`src/rtl/amo_pkg.sv`:
```
`default_nettype none
// ============================================================================
// Module      : amo_pkg
// Description : Shared definitions for the RV32A atomic unit: AMO opcode and
//               funct3, funct5 encodings, FSM state enum and a legality check.
// Revision    : 1.0 - initial release
// ============================================================================
package amo_pkg;

    localparam logic [6:0] OPCODE_AMO = 7'b0101111;
    localparam logic [2:0] FUNCT3_W   = 3'd2;

    localparam logic [4:0] F5_ADD  = 5'b00000;
    localparam logic [4:0] F5_SWAP = 5'b00001;
    localparam logic [4:0] F5_LR   = 5'b00010;
    localparam logic [4:0] F5_SC   = 5'b00011;
    localparam logic [4:0] F5_XOR  = 5'b00100;
    localparam logic [4:0] F5_OR   = 5'b01000;
    localparam logic [4:0] F5_AND  = 5'b01100;
    localparam logic [4:0] F5_MIN  = 5'b10000;
    localparam logic [4:0] F5_MAX  = 5'b10100;
    localparam logic [4:0] F5_MINU = 5'b11000;
    localparam logic [4:0] F5_MAXU = 5'b11100;

    typedef enum logic [2:0] {
        ST_IDLE   = 3'd0,
        ST_RD_REQ = 3'd1,
        ST_ALU    = 3'd2,
        ST_WR_REQ = 3'd3,
        ST_RESP   = 3'd4
    } state_t;

    function automatic logic is_legal_f5(input logic [4:0] f5);
        case (f5)
            F5_ADD, F5_SWAP, F5_LR, F5_SC, F5_XOR, F5_OR, F5_AND,
            F5_MIN, F5_MAX, F5_MINU, F5_MAXU: is_legal_f5 = 1'b1;
            default:                          is_legal_f5 = 1'b0;
        endcase
    endfunction

endpackage
`default_nettype wire

```
`src/rtl/amo_alu.sv`:
```
`default_nettype none
// ============================================================================
// Module      : amo_alu
// Description : Combinational read-modify-write operator for AMOs.
//               funct5_i  : AMO funct5 selecting the operation
//               old_i     : value read from memory
//               operand_i : rs2 source operand
//               result_o  : value to be written back
// Revision    : 1.0 - initial release
// ============================================================================
module amo_alu
    import amo_pkg::*;
#(
    parameter int DATA_WIDTH = 32
) (
    input  logic [4:0]            funct5_i,
    input  logic [DATA_WIDTH-1:0] old_i,
    input  logic [DATA_WIDTH-1:0] operand_i,
    output logic [DATA_WIDTH-1:0] result_o
);

    always_comb begin
        result_o = old_i;
        case (funct5_i)
            F5_SWAP: result_o = operand_i;
            F5_ADD:  result_o = old_i + operand_i;
            F5_XOR:  result_o = old_i ^ operand_i;
            F5_AND:  result_o = old_i & operand_i;
            F5_OR:   result_o = old_i | operand_i;
            F5_MIN:  result_o = ($signed(old_i) < $signed(operand_i)) ? old_i : operand_i;
            F5_MAX:  result_o = ($signed(old_i) > $signed(operand_i)) ? old_i : operand_i;
            F5_MINU: result_o = (old_i < operand_i) ? old_i : operand_i;
            F5_MAXU: result_o = (old_i > operand_i) ? old_i : operand_i;
            default: result_o = old_i;
        endcase
    end

endmodule
`default_nettype wire

```
`src/rtl/atomic_unit.sv`:
```
`default_nettype none
// ============================================================================
// Module      : atomic_unit
// Description : RV32A word atomic execution unit (LR.W, SC.W, AMO*.W) driving
//               a single-word memory request/ack interface.
//   start/instr/rs1_data/rs2_data : instruction issue (accepted only when idle)
//   reserved                      : reservation hit for the current SC.W
//   mem_req/we/addr/wdata         : memory request, held until mem_ack
//   mem_ack/mem_rdata             : memory response
//   busy/done/misaligned/rd_data  : status and one-cycle result
// Revision    : 1.0 - initial release
// ============================================================================
module atomic_unit
    import amo_pkg::*;
#(
    parameter int DATA_WIDTH = 32
) (
    input  logic                  clk,
    input  logic                  rst,
    input  logic                  start,
    input  logic [31:0]           instr,
    input  logic [DATA_WIDTH-1:0] rs1_data,
    input  logic [DATA_WIDTH-1:0] rs2_data,
    input  logic                  reserved,
    output logic                  mem_req,
    output logic                  mem_we,
    output logic [DATA_WIDTH-1:0] mem_addr,
    output logic [DATA_WIDTH-1:0] mem_wdata,
    input  logic                  mem_ack,
    input  logic [DATA_WIDTH-1:0] mem_rdata,
    output logic                  busy,
    output logic                  done,
    output logic                  misaligned,
    output logic [DATA_WIDTH-1:0] rd_data
);

    state_t                state_q;
    logic [4:0]            funct5_q;
    logic [DATA_WIDTH-1:0] operand_q;
    logic [DATA_WIDTH-1:0] old_q;
    logic                  mem_req_q;
    logic                  mem_we_q;
    logic [DATA_WIDTH-1:0] mem_addr_q;
    logic [DATA_WIDTH-1:0] mem_wdata_q;
    logic                  busy_q;
    logic                  done_q;
    logic                  misaligned_q;
    logic [DATA_WIDTH-1:0] rd_data_q;

    logic [4:0]            w_funct5;
    logic                  w_misaligned;
    logic                  w_legal;
    logic [DATA_WIDTH-1:0] w_addr;
    logic [DATA_WIDTH-1:0] w_alu_result;
    logic                  w_unused_instr;

    assign w_funct5     = instr[31:27];
    assign w_misaligned = (rs1_data[1:0] != 2'b00);
    assign w_legal      = (instr[6:0] == OPCODE_AMO) && (instr[14:12] == FUNCT3_W)
                          && is_legal_f5(w_funct5);
    assign w_addr       = {rs1_data[DATA_WIDTH-1:2], 2'b00};
    // aq/rl and register-index fields have no effect inside this unit
    assign w_unused_instr = ^{instr[26:15], instr[11:7]};

    amo_alu #(
        .DATA_WIDTH (DATA_WIDTH)
    ) u_alu (
        .funct5_i  (funct5_q),
        .old_i     (old_q),
        .operand_i (operand_q),
        .result_o  (w_alu_result)
    );

    always_ff @(posedge clk or posedge rst) begin
        if (rst) begin
            state_q      <= ST_IDLE;
            funct5_q     <= '0;
            operand_q    <= '0;
            old_q        <= '0;
            mem_req_q    <= 1'b0;
            mem_we_q     <= 1'b0;
            mem_addr_q   <= '0;
            mem_wdata_q  <= '0;
            busy_q       <= 1'b0;
            done_q       <= 1'b0;
            misaligned_q <= 1'b0;
            rd_data_q    <= '0;
        end else begin
            case (state_q)
                ST_IDLE: begin
                    if (start) begin
                        funct5_q  <= w_funct5;
                        operand_q <= rs2_data;
                        busy_q    <= 1'b1;
                        // Misalignment takes priority over every other outcome
                        if (w_misaligned) begin
                            misaligned_q <= 1'b1;
                            rd_data_q    <= '0;
                            done_q       <= 1'b1;
                            state_q      <= ST_RESP;
                        end else if (!w_legal) begin
                            rd_data_q <= '0;
                            done_q    <= 1'b1;
                            state_q   <= ST_RESP;
                        end else if (w_funct5 == F5_SC) begin
                            if (reserved) begin
                                mem_req_q   <= 1'b1;
                                mem_we_q    <= 1'b1;
                                mem_addr_q  <= w_addr;
                                mem_wdata_q <= rs2_data;
                                state_q     <= ST_WR_REQ;
                            end else begin
                                rd_data_q <= {{(DATA_WIDTH-1){1'b0}}, 1'b1};
                                done_q    <= 1'b1;
                                state_q   <= ST_RESP;
                            end
                        end else begin
                            // LR and all read-modify-write AMOs start with a read
                            mem_req_q  <= 1'b1;
                            mem_we_q   <= 1'b0;
                            mem_addr_q <= w_addr;
                            state_q    <= ST_RD_REQ;
                        end
                    end
                end
                ST_RD_REQ: begin
                    if (mem_ack) begin
                        mem_req_q <= 1'b0;
                        if (funct5_q == F5_LR) begin
                            rd_data_q <= mem_rdata;
                            done_q    <= 1'b1;
                            state_q   <= ST_RESP;
                        end else begin
                            old_q   <= mem_rdata;
                            state_q <= ST_ALU;
                        end
                    end
                end
                ST_ALU: begin
                    mem_req_q   <= 1'b1;
                    mem_we_q    <= 1'b1;
                    mem_wdata_q <= w_alu_result;
                    state_q     <= ST_WR_REQ;
                end
                ST_WR_REQ: begin
                    if (mem_ack) begin
                        mem_req_q <= 1'b0;
                        mem_we_q  <= 1'b0;
                        // A successful SC returns 0; AMOs return the old value
                        rd_data_q <= (funct5_q == F5_SC) ? '0 : old_q;
                        done_q    <= 1'b1;
                        state_q   <= ST_RESP;
                    end
                end
                ST_RESP: begin
                    done_q       <= 1'b0;
                    misaligned_q <= 1'b0;
                    busy_q       <= 1'b0;
                    state_q      <= ST_IDLE;
                end
                default: begin
                    mem_req_q <= 1'b0;
                    mem_we_q  <= 1'b0;
                    busy_q    <= 1'b0;
                    done_q    <= 1'b0;
                    state_q   <= ST_IDLE;
                end
            endcase
        end
    end

    assign mem_req    = mem_req_q;
    assign mem_we     = mem_we_q;
    assign mem_addr   = mem_addr_q;
    assign mem_wdata  = mem_wdata_q;
    assign busy       = busy_q;
    assign done       = done_q;
    assign misaligned = misaligned_q;
    assign rd_data    = rd_data_q;

endmodule
`default_nettype wire

```
`config.mk`:
```
export PLATFORM = sky130hd
export DESIGN_NAME = atomic_unit
export DESIGN_NICKNAME = d
export VERILOG_FILES = /design/src/rtl/amo_pkg.sv /design/src/rtl/amo_alu.sv /design/src/rtl/atomic_unit.sv
export SDC_FILE = /design/constraint.sdc
export NUM_CORES = 1
export LEC_CHECK = 0
export BUFFER_PORTS_ARGS = -buffer_cell sky130_fd_sc_hd__clkbuf_2
export CAP_MARGIN = 25
export CORE_ASPECT_RATIO = 2
export CORE_MARGIN = 5
export CORE_UTILIZATION = 50
export DETAILED_ROUTE_END_ITERATION = 16
export GPL_ROUTABILITY_DRIVEN = 1
export MAX_ROUTING_LAYER = met4
export PLACE_DENSITY_LB_ADDON = 0.3
export SYNTH_ARGS = -nofsm -noshare
export SYNTH_HDL_FRONTEND = slang
export SYNTH_SLANG_ARGS = --single-unit
```
`constraint.sdc`:
```
create_clock -name clk -period 7.5 [get_ports clk]
set_input_delay 1.5 -clock clk [delete_from_list [all_inputs] [get_ports clk]]
set_output_delay 1.5 -clock clk [all_outputs]
set_load 0.01 [all_outputs]
```
======== Yosys cells after proc, flatten, opt, wreduce, memory -nomap -nowiden ========
Memory sizes are Yosys's and may differ from the RTL's.
Cells that the tools add are included.
word-level totals
  bits in registers ....................... 173
  bits in read-only memories .............. 32
  input bits .............................. 133
  output and inout bits ................... 101
  memories ................................ 1
memory list
  name              words  width  rd ports  clocked after memory_dff  wr ports  RTL line       text
  (name not given)  32     1      1         0                         0         amo_pkg.sv:34  case (f5)
operators by class
  add/sub/neg operators ................... 1
  order comparisons ....................... 4
  equal/unequal tests ..................... 31
  mux-type cells .......................... 58
  bitwise operators ....................... 9
  reduce and logical (&&, ||, !) cells .... 22
operators with widths
  kind                  number
  $mux W32              20
  $pmux W32 S9          1
  $pmux W32 S3          1
  $gt A32 B32 Y1        2
  $lt A32 B32 Y1        2
  $pmux W32 S2          1
  $add A32 B32 Y32      1
  $and A32 B32 Y32      1
  $or A32 B32 Y32       1
  $xor A32 B32 Y32      1
  $mux W3               8
  $mux W1               21
  $eq A5 B5 Y1 const B  4
  $ne A2 B2 Y1 const B  10
  $reduce_and A6 Y1     3
  $eq A5 B2 Y1 const B  3
  $reduce_and A7 Y1     2
  $pmux W1 S4           3
  $pmux W3 S4           1
  $eq A5 B4 Y1 const B  2
  $eq A3 B2 Y1 const B  3
  $reduce_and A3 Y1     3
  $ne A4 B4 Y1 const B  2
  $eq A7 B6 Y1 const B  1
  17 further kinds      28

======== Longest topological paths before layout ========
Gate-level depths: netlist of run 1.
  word-level depth ........................ 7
  depth in mapped cells ................... 15
  depth with buffers taken out ............ 12

======== Modules after synthesis ========
From an unflattened synthesis of run 1, not the netlist that was laid out.
unflattened totals
  cells, all modules ...................... 1356
  area, all modules ....................... 12848.6 µm²
by module, submodules not included
  module       times used  cells each  area each (µm²)  seq. area each (µm²)
  atomic_unit  1           528         7340.8           4279.1
  amo_alu      1           828         5507.8           0.0

======== Worst setup path after synthesis of run 1 ========
No wires, ideal clock.
  path type ............................... input to register
  from .................................... input port instr[6]
  to ...................................... register mem_wdata_q[20], in the netlist mem_wdata[20]
  setup time .............................. 129 ps
  data arrival time ....................... 3525 ps
  required time ........................... 7371 ps
  setup slack ............................. 3846 ps
  cell stages on the path ................. 9
  path buffers ............................ 0
  path through ............................ nor4b_1 > nand3_1 > or3_1 > nor2_1 > a21oi_1 > nor2_1 > o2111ai_1 > a221oi_1 > a21oi_1
on the way
  word-level cells in the longest chain between the ends .. 5
ends and longest elaborated chain
  what                                RTL line            text
  start, declared                     atomic_unit.sv:21   input logic [31:0] instr,
  $eq A7 B6 Y1                        atomic_unit.sv:59   assign w_legal = (instr[6:0] == OPCODE_AMO) && (instr[14:12] == FUNCT3_W)
  $logic_and A1 B1 Y1                 atomic_unit.sv:59
  $logic_and A1 B1 Y1                 atomic_unit.sv:60   && is_legal_f5(w_funct5);
  $ne A2 B2 Y1 (no source line)       n/a
  $reduce_and A6 Y1 (no source line)  n/a
  end signal, assigned                atomic_unit.sv:110  mem_wdata_q <= rs2_data;
  end signal, assigned                atomic_unit.sv:142  mem_wdata_q <= w_alu_result;
  end, declared                       atomic_unit.sv:44   logic [DATA_WIDTH-1:0] mem_wdata_q;
Every way passes these cells.
A chain may end at the register's enable or synchronous reset.

======== Final worst setup path of run 1 ========
  from .................................... register old_q[31]
  to ...................................... register mem_wdata_q[18], in the netlist mem_wdata[18]
on the way
  word-level cells in the longest chain between the ends .. 4
  elaborated cells on any way between the ends .. 10
  those cells by class .................... 4 x order compare; 6 x mux
ends and longest elaborated chain
  what                                          RTL line            text
  start, declared                               atomic_unit.sv:40   logic [DATA_WIDTH-1:0] old_q;
  start signal, assigned                        atomic_unit.sv:134  old_q <= mem_rdata;
  $gt A32 B32 Y1, or another cell as far along  amo_alu.sv:33       F5_MAXU: result_o = (old_i > operand_i) ? old_i : operand_i;
  $mux W32 (on tied branches)                   n/a
  $pmux W32 S9 *                                amo_alu.sv:24       case (funct5_i)
  $pmux W32 S2 *                                atomic_unit.sv:89   case (state_q)
Every way passes the cells marked *; elsewhere a longest branch is shown, timed or not.

==> results.md, run 1 <==
- Via density: between 6 and 7
- Leak Pwr: around 6.5 nW
- Pre-antenna DRT Iters: 5
- WP data arrival: between 5 and 6 ns
- Vias: about 12k
- Seq/Total Area, Yosys: around a third
- Final setup viols: 0
- Clk Latency, worst-skew pair: between 0.4 and 0.5 ns
- Gr usage total: 32.18%
- DR iter-0 viols: between 800 and 900
- Pwr Total: approximately 7 mW
- Die Wd: 120.2 um
- Post-CTS Setup Bufs: 0
- Antenna Cells: 0
- Final Critical Period: a little under 5 ns
- Overflow after GRT: 0
- Synth top area cells: dfrtp_1, ha_1, a21oi_1
- Share of post-route cells with drive strength above 1: roughly a fifth
- CTS tree: yes
- Pwr dens: between 400 and 500 nW/um2
- Slew headroom: between 20% and 30%
- HP Class: flip-flop to flip-flop
- Tcrit/Tclk final: 64.76%
- Crit Path Category: flip-flop to flip-flop
- Htree depth: 4
- Cts hold-fix bufs: 0
- Core area: roughly 24000 um2
- Resize count post-CTS: 0
- Post-synthesis register bit count: between 150 and 200
- Skew final: between 0.015 and 0.02 ns
- Synth cell count leaders: a21oi_1, dfrtp_1, nand2_1, o21ai_0, nor2_1
- Worst Setup End Kind: flip-flop
- Initial core utilization: 50.77%
- Yosys cell types: 78
- First-pass GRT wire length: between 60 and 70 mm
- Final RePlAce weighted congestion: around 1
- Cell Area, Synth: roughly 12000 um2
- Num CTS Buffers: 17
- Setup TNS: 0 ns
- Io pins: 234
- Num rows: 80
- RSZ-0062 raised after global routing: no
- # port buffers: roughly 210
- Vias in the first global route: 12.35k
- Hpwl dp: 30.81 mm
- DRC Markers: 0
- Die Area: roughly 28000 um2
- Slew @ Worst Pin: 1.165 ns
- Mapped Cells: 1471
- Required time of the critical path: roughly 7.9 ns
- Primary FF master, synth: dfrtp_1
- Antenna Nets Post-Route: 0
- CTS clk-pin slew, worst paths: approximately 0.070 ns
- Nets@finish: between 1.5k and 2k
- Die Height: ~230 um
- Hold slack: 0.4850 ns
- Largest net degree at the start of global routing: approximately 70
- Number of synthesized flops with an enable pin: 0
- Final hold violation count: 0
- CTS Root Cell: clkbuf_16
- Area Overhead vs Synth: 14.55%
- Average size of a mapped cell: between 8 and 9 um2
- CTS Buffer Depth: 2
- Max VDD drop: between 0.2 and 0.3 mV
- MaxCap Viol Count: 0
- Yosys top cell by area: dfrtp_1
- Startpoint types: flip-flop
- Final WL: 43.44 mm
- Area share of the largest cell type after synthesis: 35.23%
- Crit Path Max Fanout: 21
- Fmax: approximately 210 MHz
- YS warnings: 0
- Total clock sinks: approximately 170
- Pins Over Slew Limit: 0
- Initial antenna violation count: 0
- Status: complete, no violations
- Worst R2R Setup Slack: 2.64 ns
- Async set-reset flop share out of synthesis: between 90% and 100%
- WL per Instance: between 20 and 25 um
-- cell families (layout without fill, tap and decap cells) --
kind of cell	Yosys count	in the layout	share of synthesized area (%)
other	1	2	0.03088
adders and majority gates	97	97	10.05
buffers and inverters	193	352	6.428
xor gates and xnor gates	22	22	1.587
muxes	40	40	3.688
DFF	171	171	35.23
and+or+nand+nor	422	422	15.99
AOI/OAI and AO/OA	525	525	26.99
-- final cells by class --
| class | instances | area (um2) |
|---|---|---|
| Multi-Input combinational cell | 1108 | 7134 |
| Inverter | 86 | 327.8 |
| Fill cell | 2237 | 10010 |
| Tap cell | 287 | 359.1 |
| Sequential cell | 171 | 4279 |
| Timing Repair Buffer | 234 | 1234 |
| Clock buffer | 20 | 466.7 |
| Clock inverter | 12 | 111.4 |
-- placed cells by master, fill, tap and decap left out, drive strengths merged, types with 4 or more instances in the layout --
master,n
nor4,11
a22oi,40
nor3,18
inv,89
mux2,35
a21oi,171
o2111ai,8
dfrtp,171
nor2,128
o21bai,8
or2,5
o221ai,6
a21o,16
a31oi,14
nor2b,5
a211oi,6
a311oi,10
o21ai,147
a221oi,39
buf,20
o21a,11
clkinv,5
o31ai,4
and2,9
xor2,8
nand3,30
mux2i,5
nand2,167
o311ai,4
nand4,17
o211ai,13
and3,9
o22ai,4
clkbuf,234
xnor2,14
or3,10
ha,96
-- critical path: stages, from the launching register on --
cell,delay [ns]
dfrtp_1,0.49
inv_1,0.15
ha_1,0.54
nor4_2,0.58
nand4_1,0.27
inv_1,0.13
o31ai_2,0.15
a211o_1,0.35
nand2_1,0.64
a21o_1,1.01
a221oi_1,0.25
a2bb2oi_1,0.20
-- where the power goes --
| part | switching (mW) | internal [mW] |
|---|---|---|
| logic | 2.77 | 1.42 |
| clock network | 0.406 | 0.486 |
| registers | 0.440 | 1.29 |
| total | 3.62 | 3.20 |
-- metal layers --
metal | wire [um] | track usage (%)
met1 | 15100 | 32.59
met2 | 22510 | 55.41
met3 | 2439 | 4.900
met4 | 3395 | 23.88
met5 | 0 | -
-- per-stage QoR --
stage	util [%]	instance area, um2	setup WS [ns]	std cells
final	58.15	13910	2.643	1918
after global routing	58.15	13910	2.395	1918
after CTS	58.12	13900	2.771	1917
after detailed placement	55.71	13330	2.514	1885
after global placement	55.62	13310	2.612	1884
after floorplan	-	12150	1.368	1472
-- worst paths after layout --
check / from / endpoint / cells past startpoint
max in group asynchronous: rst / operand_q[11]$_DFFE_PP0P_ / 3
min: mem_we$_DFFE_PP0P_ / mem_we$_DFFE_PP0P_ / 2
max: old_q[31]$_DFFE_PP0P_ / mem_wdata[18]$_DFFE_PP0P_ / 11
min in group asynchronous: rst / rd_data[28]$_DFFE_PP0P_ / 2
min reg2reg: mem_we$_DFFE_PP0P_ / mem_we$_DFFE_PP0P_ / 2
max reg2reg: old_q[31]$_DFFE_PP0P_ / mem_wdata[18]$_DFFE_PP0P_ / 11
-- sequential cells by signal, summed over array words and instances (netlist names) --
signal	cells
rd_data	32
done	1
mem_we	1
funct5_q	5
busy	1
state_q	3
operand_q	32
mem_wdata	32
mem_addr	30
old_q	32
misaligned	1
mem_req	1
Note: power is estimated with default switching activity, not from simulation.
==> inputs of run 2 (changes only) <==
==> constraint.sdc (replaced) <==
create_clock -name clk -period 4.75 [get_ports clk]
set_input_delay 0.95 -clock clk [delete_from_list [all_inputs] [get_ports clk]]
set_output_delay 0.95 -clock clk [all_outputs]
set_load 0.01 [all_outputs]
==> run 2 against run 1 <==
  * Die area stayed put
  * Utilization is 0.86 points higher
  * Clock-buffer cell count decreased by 2
  * Power up 62%
  * Final area is 1.5% higher
  * Critical path depth grew 1
  * Critical path type unchanged
  * Sequential share of layout area decreased by 0.45 points
  * Final cell count up 1.4%
==> results.md, run 2 (same netlist as run 1, synthesis figures left out) <==
- Pre-antenna DRT Iters: 5 (unchanged)
- Pins Over Slew Limit: 0 (unchanged)
- Filler instances: 2258 (+0.94%)
- Die Wd: 120.2 um (unchanged)
- Resize count post-CTS: 0 (unchanged)
- Required time of the critical path: 5.09 ns (-2.80 ns)
- CTS tree: yes
- DRC Markers: 0 (unchanged)
- Clk Latency, worst-skew pair: 0.47 ns (about the same)
- Combinational share of power: 63.1% (+1.6 points)
- Post-CTS Setup Bufs: 0 (unchanged)
- Io pins: 234 (unchanged)
- Crit Path Max Fanout: 17 (-19%)
- Total clock sinks: 171 (unchanged)
- Share of post-route cells with drive strength above 1: 21.85% (+1.2 points)
- Nets@finish: 1875 (+1.5%)
- Hold slack: 0.5037 ns (+0.01875 ns)
- # port buffers: 214 (unchanged)
- Final Instance Area: 14120 um2 (+1.5%)
- DR iter-0 viols: 1003 (+18%)
- Final hold violation count: 0 (unchanged)
- Register Area: 4279 um2 (unchanged)
- NetSw: 5.812 mW (+61%)
- CTS Buffer Depth: 2 (unchanged)
- Setup WS pre-CTS: 0.7966 ns (-1.717 ns)
- Min-delay src: mem_req$_DFFE_PP0P_
- Final WS setup: 0.7885 ns (-1.854 ns)
- Final Critical Period: 3.961 ns (-0.8957 ns)
- Part of the power in registers: 24.3% (-1.1 points)
- Worst R2R Start: old_q[1]$_DFFE_PP0P_
- Internal power: 5.207 mW (+63%)
- Max VDD drop: 0.3850 mV (+32%)
- Hold Path Depth: 1 (-1)
- Num rows: 80 (unchanged)
- Vias: 12.27k (+2.5%)
- Antenna Cells: 0 (unchanged)
- Status: complete, no violations
- CTS Root Cell: clkbuf_16
- Overflow after GRT: 0 (unchanged)
- Htree depth: 4 (unchanged)
- Tcrit/Tclk final: 83.40% (+19 points)
- HP Class: flip-flop to flip-flop
- Gr usage total: 33.19% (+1.0 points)
- Core area: 23920 um2 (unchanged)
- Final RePlAce weighted congestion: 0.9851 (-2.0%)
- Initial antenna violation count: 0 (unchanged)
- Antenna Nets Post-Route: 0 (unchanged)
- WP data arrival: 4.30 ns (-0.95 ns)
- Commonest non-fill, non-tap cells in the layout: clkbuf_2, dfrtp_1, a21oi_1, nand2_1, o21ai_0
- MaxCap Viol Count: 0 (unchanged)
- Area Overhead vs Synth: 16.25%
- Skew final: 0.01135 ns (-0.007308 ns)
- Initial core utilization: 50.77% (unchanged)
- Cts hold-fix bufs: 0 (unchanged)
- Pwr dens: 780.5 nW/um2 (+59%)
- CTS clk-pin slew, worst paths: 0.07 ns (about the same)
- Num CTS Buffers: 17 (unchanged)
- Leak Pwr: 6.597 nW (+1.9%)
- Worst Setup End Kind: flip-flop
- Die Area: 27700 um2 (unchanged)
- Multi-input logic area: 7129 um2 (about the same)
- Placement Cell Area: 13560 um2 (+1.8%)
- WL per Instance: 22.99 um (+1.5%)
- Hpwl dp: 32.96 mm (+7.0%)
- Die Height: 230.4 um (unchanged)
- Crit Path Category: flip-flop to flip-flop
- Largest net degree at the start of global routing: 172 (+140%)
- Slew headroom: 27.93% (+5.9 points)
- Via density: 6.312 (+1.1%)
- Slew @ Worst Pin: 1.081 ns (-0.08444 ns)
- Final WL: 44.68 mm (+2.9%)
- Startpoint types: flip-flop
- First-pass GRT wire length: 68.94 mm (+3.2%)
- RSZ-0062 raised after global routing: no
- Final setup viols: 0 (unchanged)
- Setup TNS: 0 ns (unchanged)
- Clock power frac: 12.5% (-0.6 points)
- Reg2Reg Depth: 12 (+1)
- Vias in the first global route: 12.73k (+3.1%)
- Commonest non-fill, non-tap cell in the layout: clkbuf_2
- Crit. Startpoint: old_q[1]$_DFFE_PP0P_
- Fmax: 252.4 MHz (+23%)
- Net Sw Frac: 52.74% (-0.31 points)
-- run 2: final timing paths --
check | end | slack, ns
max | mem_wdata[9]$_DFFE_PP0P_ | 0.79
min | mem_req$_DFFE_PP0P_ | 0.50
max reg2reg | mem_wdata[9]$_DFFE_PP0P_ | 0.79
min reg2reg | mem_req$_DFFE_PP0P_ | 0.50
max in group asynchronous | operand_q[20]$_DFFE_PP0P_ | 3.20
min in group asynchronous | rd_data[19]$_DFFE_PP0P_ | 0.67
-- run 2: stage by stage --
step,power [mW],utilization [%],std cells
finish,11.02,59.02,1944
global route,11.80,59.02,1944
CTS,10.95,59.02,1944
detailed placement,9.545,56.69,1913
global placement,9.418,56.55,1911
floorplan,7.215,-,1472
-- run 2: cell type report --
class | count | share of cell area, %
sequential | 171 | 30.31
clock inverter | 13 | 0.8242
clock buffer | 18 | 3.111
inverter | 86 | 2.313
multi-input combinational | 1108 | 50.50
timing repair buffer | 261 | 10.40
tap | 287 | 2.543
-- run 2: per-layer routing --
| metal | track usage [%] | up-vias | wire length (um) | part of all wire (%) |
|---|---|---|---|---|
| li1 | - | 5618 | - | - |
| met1 | 33.55 | 5832 | 15330 | 34 |
| met4 | 22.80 | 0 | 3310 | 7.4 |
| met2 | 58.62 | 613 | 23480 | 53 |
| met3 | 4.361 | 208 | 2563 | 5.7 |
| met5 | - | - | 0 | 0 |
-- run 2: worst max-delay path, cell delays in order, from the launching register on --
cell and delay, ns:
dfrtp_1 0.49, inv_1 0.13, ha_1 0.35, o21bai_1 0.08
a221oi_1 0.48, o221ai_1 0.20, o31ai_2 0.52, nand2_2 0.30
mux2_4 0.47, a21o_1 0.21, buf_12 0.17, a221oi_1 0.31
o21ai_1 0.12
-- run 2: power by group through the flow --
stage / combinational [mW] / clock (mW) / sequential (mW)
final: 6.96 / 1.38 / 2.68
after detailed placement: 6.86 / 0 / 2.69
after floorplan: 4.60 / 0 / 2.61
after global routing: 7.58 / 1.46 / 2.76
after CTS: 6.89 / 1.40 / 2.66
after global placement: 6.76 / 0 / 2.66
